`src/rtl/ntt_result_serializer.sv`:
```
// rtl/ntt_result_serializer.sv - captures a 16-lane NTT result block and streams it as OUT_LANES-wide beats
module ntt_result_serializer #(
    parameter int P_WIDTH      = 64,
    parameter int OUT_LANES    = 4,
    parameter int FRAME_BLOCKS = 1024,
    localparam int NBEATS      = 16 / OUT_LANES,
    localparam int BEAT_W      = (NBEATS > 1) ? $clog2(NBEATS) : 1,
    localparam int BLK_W       = (FRAME_BLOCKS > 1) ? $clog2(FRAME_BLOCKS) : 1
) (
    input  logic                           clk,
    input  logic                           rst,
    input  logic                           in_valid,
    output logic                           in_ready,
    input  logic [P_WIDTH-1:0]             Result0_in,
    input  logic [P_WIDTH-1:0]             Result1_in,
    input  logic [P_WIDTH-1:0]             Result2_in,
    input  logic [P_WIDTH-1:0]             Result3_in,
    input  logic [P_WIDTH-1:0]             Result4_in,
    input  logic [P_WIDTH-1:0]             Result5_in,
    input  logic [P_WIDTH-1:0]             Result6_in,
    input  logic [P_WIDTH-1:0]             Result7_in,
    input  logic [P_WIDTH-1:0]             Result8_in,
    input  logic [P_WIDTH-1:0]             Result9_in,
    input  logic [P_WIDTH-1:0]             Result10_in,
    input  logic [P_WIDTH-1:0]             Result11_in,
    input  logic [P_WIDTH-1:0]             Result12_in,
    input  logic [P_WIDTH-1:0]             Result13_in,
    input  logic [P_WIDTH-1:0]             Result14_in,
    input  logic [P_WIDTH-1:0]             Result15_in,
    output logic                           out_valid,
    input  logic                           out_ready,
    output logic [OUT_LANES*P_WIDTH-1:0]   out_data,
    output logic [BEAT_W-1:0]              out_beat,
    output logic                           out_block_last,
    output logic                           out_frame_last,
    output logic [BLK_W-1:0]               blk_cnt
);

    if (OUT_LANES < 1 || OUT_LANES > 16 || (16 % OUT_LANES) != 0) begin : g_bad_lanes
        $error("ntt_result_serializer: OUT_LANES must divide 16");
    end

    localparam logic [BEAT_W-1:0] LAST_BEAT = BEAT_W'(NBEATS - 1);
    localparam logic [BLK_W-1:0]  LAST_BLK  = BLK_W'(FRAME_BLOCKS - 1);

    typedef enum logic {EMPTY, STREAM} state_t;

    state_t             state;
    state_t             state_nxt;
    logic [P_WIDTH-1:0] lanes_in [16];
    logic [P_WIDTH-1:0] hold [16];
    logic [BEAT_W-1:0]  beat;
    logic [3:0]         lane_idx;
    logic               pop;
    logic               last_pop;
    logic               capture;

    assign lanes_in = '{Result0_in,  Result1_in,  Result2_in,  Result3_in,
                        Result4_in,  Result5_in,  Result6_in,  Result7_in,
                        Result8_in,  Result9_in,  Result10_in, Result11_in,
                        Result12_in, Result13_in, Result14_in, Result15_in};

    assign pop      = out_valid && out_ready;
    assign last_pop = pop && out_block_last;
    // Accepting on the final pop lets a new block follow with no bubble.
    assign in_ready = !rst && ((state == EMPTY) || last_pop);
    assign capture  = in_valid && in_ready;

    always_ff @(posedge clk) begin
        if (rst) begin
            state <= EMPTY;
        end else begin
            state <= state_nxt;
        end
    end

    always_comb begin
        state_nxt = state;
        case (state)
            EMPTY:   if (capture) state_nxt = STREAM;
            STREAM:  if (last_pop && !capture) state_nxt = EMPTY;
            default: state_nxt = EMPTY;
        endcase
    end

    // out_data keeps showing the last beat while idle since beat and hold are left untouched.
    always_comb begin
        out_valid      = (state == STREAM);
        out_beat       = beat;
        out_block_last = out_valid && (beat == LAST_BEAT);
        out_frame_last = out_block_last && (blk_cnt == LAST_BLK);
        out_data       = '0;
        lane_idx       = '0;
        for (int j = 0; j < OUT_LANES; j++) begin
            lane_idx = 4'(int'(beat) * OUT_LANES + j);
            out_data[j*P_WIDTH +: P_WIDTH] = hold[lane_idx];
        end
    end

    always_ff @(posedge clk) begin
        if (rst) begin
            for (int k = 0; k < 16; k++) begin
                hold[k] <= '0;
            end
            beat    <= '0;
            blk_cnt <= '0;
        end else begin
            if (capture) begin
                for (int k = 0; k < 16; k++) begin
                    hold[k] <= lanes_in[k];
                end
                beat <= '0;
            end else if (pop && !out_block_last) begin
                beat <= beat + BEAT_W'(1);
            end
            if (last_pop) begin
                blk_cnt <= (blk_cnt == LAST_BLK) ? '0 : blk_cnt + BLK_W'(1);
            end
        end
    end

endmodule

```
`config.mk`:
```
export PLATFORM = sky130hd
export DESIGN_NAME = ntt_result_serializer
export DESIGN_NICKNAME = d
export VERILOG_FILES = /design/src/rtl/ntt_result_serializer.sv
export SDC_FILE = /design/constraint.sdc
export NUM_CORES = 1
export LEC_CHECK = 0
export BUFFER_PORTS_ARGS = -buffer_cell sky130_fd_sc_hd__buf_2
export CORE_AREA = 2 2 501 503
export CTS_BUF_LIST = sky130_fd_sc_hd__clkbuf_2
export DETAILED_ROUTE_END_ITERATION = 6
export DIE_AREA = 0 0 503 505
export SYNTH_ARGS = -nofsm -noshare
export SYNTH_HDL_FRONTEND = slang
export SYNTH_SLANG_ARGS = --single-unit
```
`constraint.sdc`:
```
create_clock -name clk -period 34.6 [get_ports clk]
set_input_delay 5.19 -clock clk [delete_from_list [all_inputs] [get_ports clk]]
set_output_delay 5.19 -clock clk [all_outputs]
set_load 0.02 [all_outputs]
```
Yosys cells after proc, flatten, opt, wreduce, memory -nomap -nowiden
Memory sizes are Yosys's and may differ from the RTL's. A register that Yosys moved wholly into a read port is not among the register bits.
Cells that the tools add are included.
- memory bits (writable): 1024
- memories kept: 1
- input port bits: 1028
- flip-flop bits (word level): 13
- memory list (memory ; depth ; bits a word ; rd ports ; clocked after Yosys merged registers in ; wr ports ; RTL line ; text):
    hold ; 16 ; 64 ; 4 ; 1 ; 16 ; 51 ; logic [P_WIDTH-1:0] hold [16];
- reduce and logical (&&, ||, !) cells: 13
- add/subtract/negate cells: 5
- bitwise logic cells: 17
- equality and inequality tests: 2
- muxes and demuxes: 26
- operator list (cell ; number):
    64-bit 2-to-1 mux ; 16
    1-bit OR ; 16
    10-bit by 1-bit adder with 10-bit output, second input constant ; 1
    10-bit == test, second input constant ; 1
    10-bit 2-to-1 mux ; 1
    4-bit by 2-bit adder with 4-bit output, second input constant ; 2
    1-bit logical AND ; 8
    4-bit 2-to-1 mux ; 2
    1-bit 2-to-1 mux ; 6
    4-bit by 1-bit adder with 4-bit output, second input constant ; 1
    1-bit zero test ; 3
    2-bit by 1-bit adder with 2-bit output, second input constant ; 1
    2-bit == test, second input constant ; 1
    1-bit case mux with 2 select lines ; 1
    2-bit OR reduction ; 1
    1-bit logical OR ; 1
    1-bit NOT ; 1

Depth between registers and ports, before layout
- depth after elaboration: 10
- depth in mapped cells: 7
- gate-level depth less buffers: 5

Worst setup path after synthesis
OpenSTA, ideal clock, no wires.
- kind: input port to flip-flop
- start point: input out_ready
- end point: register with a tool-made name
- arrival time: 18.233 ns
- cell stages on the path: 6
- buffers on the path: 2
- required time: 33.906 ns
- path slack: 15.673 ns
- library setup time: 0.694 ns
- cells stage by stage: nand3_4 > a21oi_1 > buf_4 > buf_6 > or2_2 > nor2_1
- RTL lines (element ; RTL line ; text):
    start: declaration ; 31 ; input logic out_ready,

Worst setup path in the final report
- start point: input rst
- end point: output in_ready
- longest elaborated chain between the ends: 2
- ends and longest elaborated chain (element ; RTL line ; text):
    start: declaration ; 11 ; input logic rst,
    1-bit zero test ; 66 ; assign in_ready = !rst && ((state == EMPTY) || last_pop);
    1-bit logical AND ; 66 ;
    end: declaration ; 13 ; output logic in_ready,
Every way passes these cells.

==> flow_summary.ini <==
[synthesis]
number_of_enable_type_register_cells_in_the_synthesized_netlist = 1024
yosys-top-cells-area = sky130_fd_sc_hd__edfxtp_1 69%, sky130_fd_sc_hd__mux4_2 13%, sky130_fd_sc_hd__and2_1 9.0%, sky130_fd_sc_hd__nor2b_1 5.4%, sky130_fd_sc_hd__dfxtp_1 0.68%
yosys.cell_count.top_type = sky130_fd_sc_hd__edfxtp_1
synth.lib_cells_used.distinct = 29
dominantRegCellSynth = sky130_fd_sc_hd__edfxtp_1
netlist_top_cells_count = 1,024 x sky130_fd_sc_hd__edfxtp_1, 641 x sky130_fd_sc_hd__and2_1, 384 x sky130_fd_sc_hd__nor2b_1
netlist.area_leader.share_pct = 69.3
synthesis.nets = 3578
synth_sequential_area_ratio_pct = 70.0
synthesis.instances = 2548
share_of_flip_flops_with_an_asynchronous_set_or_reset_pct = 0
mean_instance_size_in_the_synthesized_netlist_um2 = 17.4
synth_area_leader_cell = sky130_fd_sc_hd__edfxtp_1
yosysWarnings = 0
ys_ff_latch = 1039
post_synth_instance_area_mm2 = 0.0444

[timing]
fin_worst_skew_ns = 0.261
achievable-frequency_ghz = 0.0850
final.setup.worst_slack_ns = 22.84
final-max-slew-violation-count = 0
hold_violations = 0
finalSetupTns_ns = 0
slew_headroom_pct = 19.4
setup_repair_after_global_routing_missed_its_margin = no
finalWorstPathRequiredPeriod_ns = 11.76
worst-slew-pin-transition_ns = 1.21
final.period_utilization_pct = 34.0
setup_viol = 0

[worst_hold_path]
sink_of_the_worst_hold_path = blk_cnt[1]
timing.hold.worst_path_depth = 2
min_path_type = register to register
worst_hold_startpoint = blk_cnt[1]

[global_route]
grt_max_degree = 177
number_of_global_route_vias_before_repair = 30649
grt-ovfl-total = 0
gr-usage-all-layers_pct = 15.0
antenna_found_initial = 146
grt_first_pass_wirelength_um = 258000

[clock_tree]
postCtsSetupBuffers = 0
max-clock-path-buffers = 4
cts_inserted_buffers = 303
worstSkewPairLatency_ns = 1.76
clk_pin_slew_worst_paths_ns = 0.08
cts-hold-fix-buffers = 0
ctsRootBufferMaster = sky130_fd_sc_hd__clkbuf_2
clock_sinks = 1039
clock_tree.htree_level_count = 5
post_cts.resized_instances = 0
cts_tree = yes

[power_and_ir_drop]
irDropWorstVdd_v = 0.0000238
cellLeakagePower_uw = 0.0226
cellPowerDensity_mw_per_mm2 = 48.5
report.power.total_uw = 2780

[die]
core.rowCount = 183
design.die.area_mm2 = 0.254
die-height_um = 505
dieWidth_um = 503
floorplan.initialDensity_pct = 17.9
ios = 1300
core_mm2 = 0.248

[detailed_routing]
via_per_inst = 3.89
finalWirelength_um = 198000
dr_wl_met2_um = 91300
drt-met1-wl_um = 70500
postRouteAntennaNets = 0
via_count = 29730
highest-signal-layer = met5
drt_first_iter_violations = 2537
drc = 2
drt_pass1_iterations = 7
avgRoutedWirePerCell_um = 25.9
met3RoutedLength_um = 30700

[final_layout]
post_route_cells_drive_above_1_share_pct = 48.9
finish.net_count = 5049
stdcell_count = 7643
layout-area-overhead-vs-synth_pct = 29.4
multiInputGateArea_mm2 = 0.0125
area.sequential_mm2 = 0.0311
filler_cell_count = 26571
final_util_pct = 23.1

[setup_path]
critical_path_peak_fanout = 176
timing.critical_path.required_ns = 29.41
ff2ff_path_depth = 11
end_kind = output port
reg2reg_to = hold[13][48]
critPathKind = input port to output port
cp_data_arrival_time_ns = 6.57
start_kind = input port
timing.reg2reg.setup_slack_ns = 26.21
launching_point_of_the_worst_reg2reg_path = out_beat[0]

[placed_design]
io_buffer_count = 1299
pre_cts_ws_ns = 21.91
place_congestion = 0.940
detailedPlacementHpwl_um = 156000
dp.cells = 7044

[run]
max_capacitance_violation_count = 0

[outcome]
status = finished with violations
failed_checks = DRC
[stage by stage]
stage	hold slack [ns]	area, um2
after detailed placement	0.508	54600
after global routing	0.562	57300
after CTS	0.522	57200
after floorplan	0.560	44400
after global placement	0.516	54600
final	0.520	57400
[worst max-delay path, cell delays in order]
cell                      delay [ns]
sky130_fd_sc_hd__buf_8          0.26
sky130_fd_sc_hd__buf_12         0.42
sky130_fd_sc_hd__a21oi_1        0.10
sky130_fd_sc_hd__buf_2          0.21
[cells by family after synthesis]
logic type               Yosys count  share of synthesized area, %
AND/OR/NAND/NOR                 1062                          14.9
flip-flops                      1039                          70.0
multiplexers                     257                          13.0
buffers and inverters            173                          1.78
XOR/XNOR                          10                         0.197
AO/OA/AOI/OAI                      5                        0.0649
adder cells (fa/ha/maj)            2                        0.0564
[metal layers]
metal,up-vias,global-route usage [%]
met3,396,9.47
met5,-,0
met1,14747,16.4
met4,92,5.43
li1,12655,-
met2,1840,23.4
[power breakdown]
part	internal [uW]	switching, uW
clock network	364	561
registers	1480	34.0
logic	134	207
total	1980	802
[cell type report]
class                           instances  share of cell area (%)
Multi-Input combinational cell       1336                    21.8
Sequential cell                      1039                    54.1
Inverter                                1                 0.00654
Timing Repair Buffer                 1338                    11.9
Clock inverter                         71                   0.706
Clock buffer                          435                    3.79
Antenna cell                           93                   0.405
Tap cell                             3330                    7.26
[flip-flops by register name (all words and copies together) (netlist names), named ones only]
register and cells:
hold 1024, blk_cnt 10, out_valid 1, out_beat 2
[placed cells by master (no fill, tap or decap), types with 7 or more instances in the layout]
cell and n:
sky130_fd_sc_hd__nor2b_1 384, sky130_fd_sc_hd__dfxtp_1 11, sky130_fd_sc_hd__clkbuf_2 435, sky130_fd_sc_hd__buf_2 1298
sky130_fd_sc_hd__nor2_1 15, sky130_fd_sc_hd__clkinv_1 44, sky130_fd_sc_hd__edfxtp_1 1024, sky130_fd_sc_hd__xnor2_1 7
sky130_fd_sc_hd__clkinv_2 13, sky130_fd_sc_hd__diode_2 93, sky130_fd_sc_hd__mux4_2 256, sky130_fd_sc_hd__and2_1 641
sky130_fd_sc_hd__buf_4 38
[how the worst max path moves through the flow]
stage | start | end | slack [ns] | cells after the start
after floorplan | out_ready | register | 15.67 | 6
after global placement | rst | hold[1][61] | 22.13 | 11
after detailed placement | rst | hold[1][61] | 21.91 | 11
after CTS | rst | in_ready | 22.84 | 4
after global routing | rst | in_ready | 22.77 | 4
final | rst | in_ready | 22.84 | 4
Note: power is estimated with default switching activity, not from simulation.
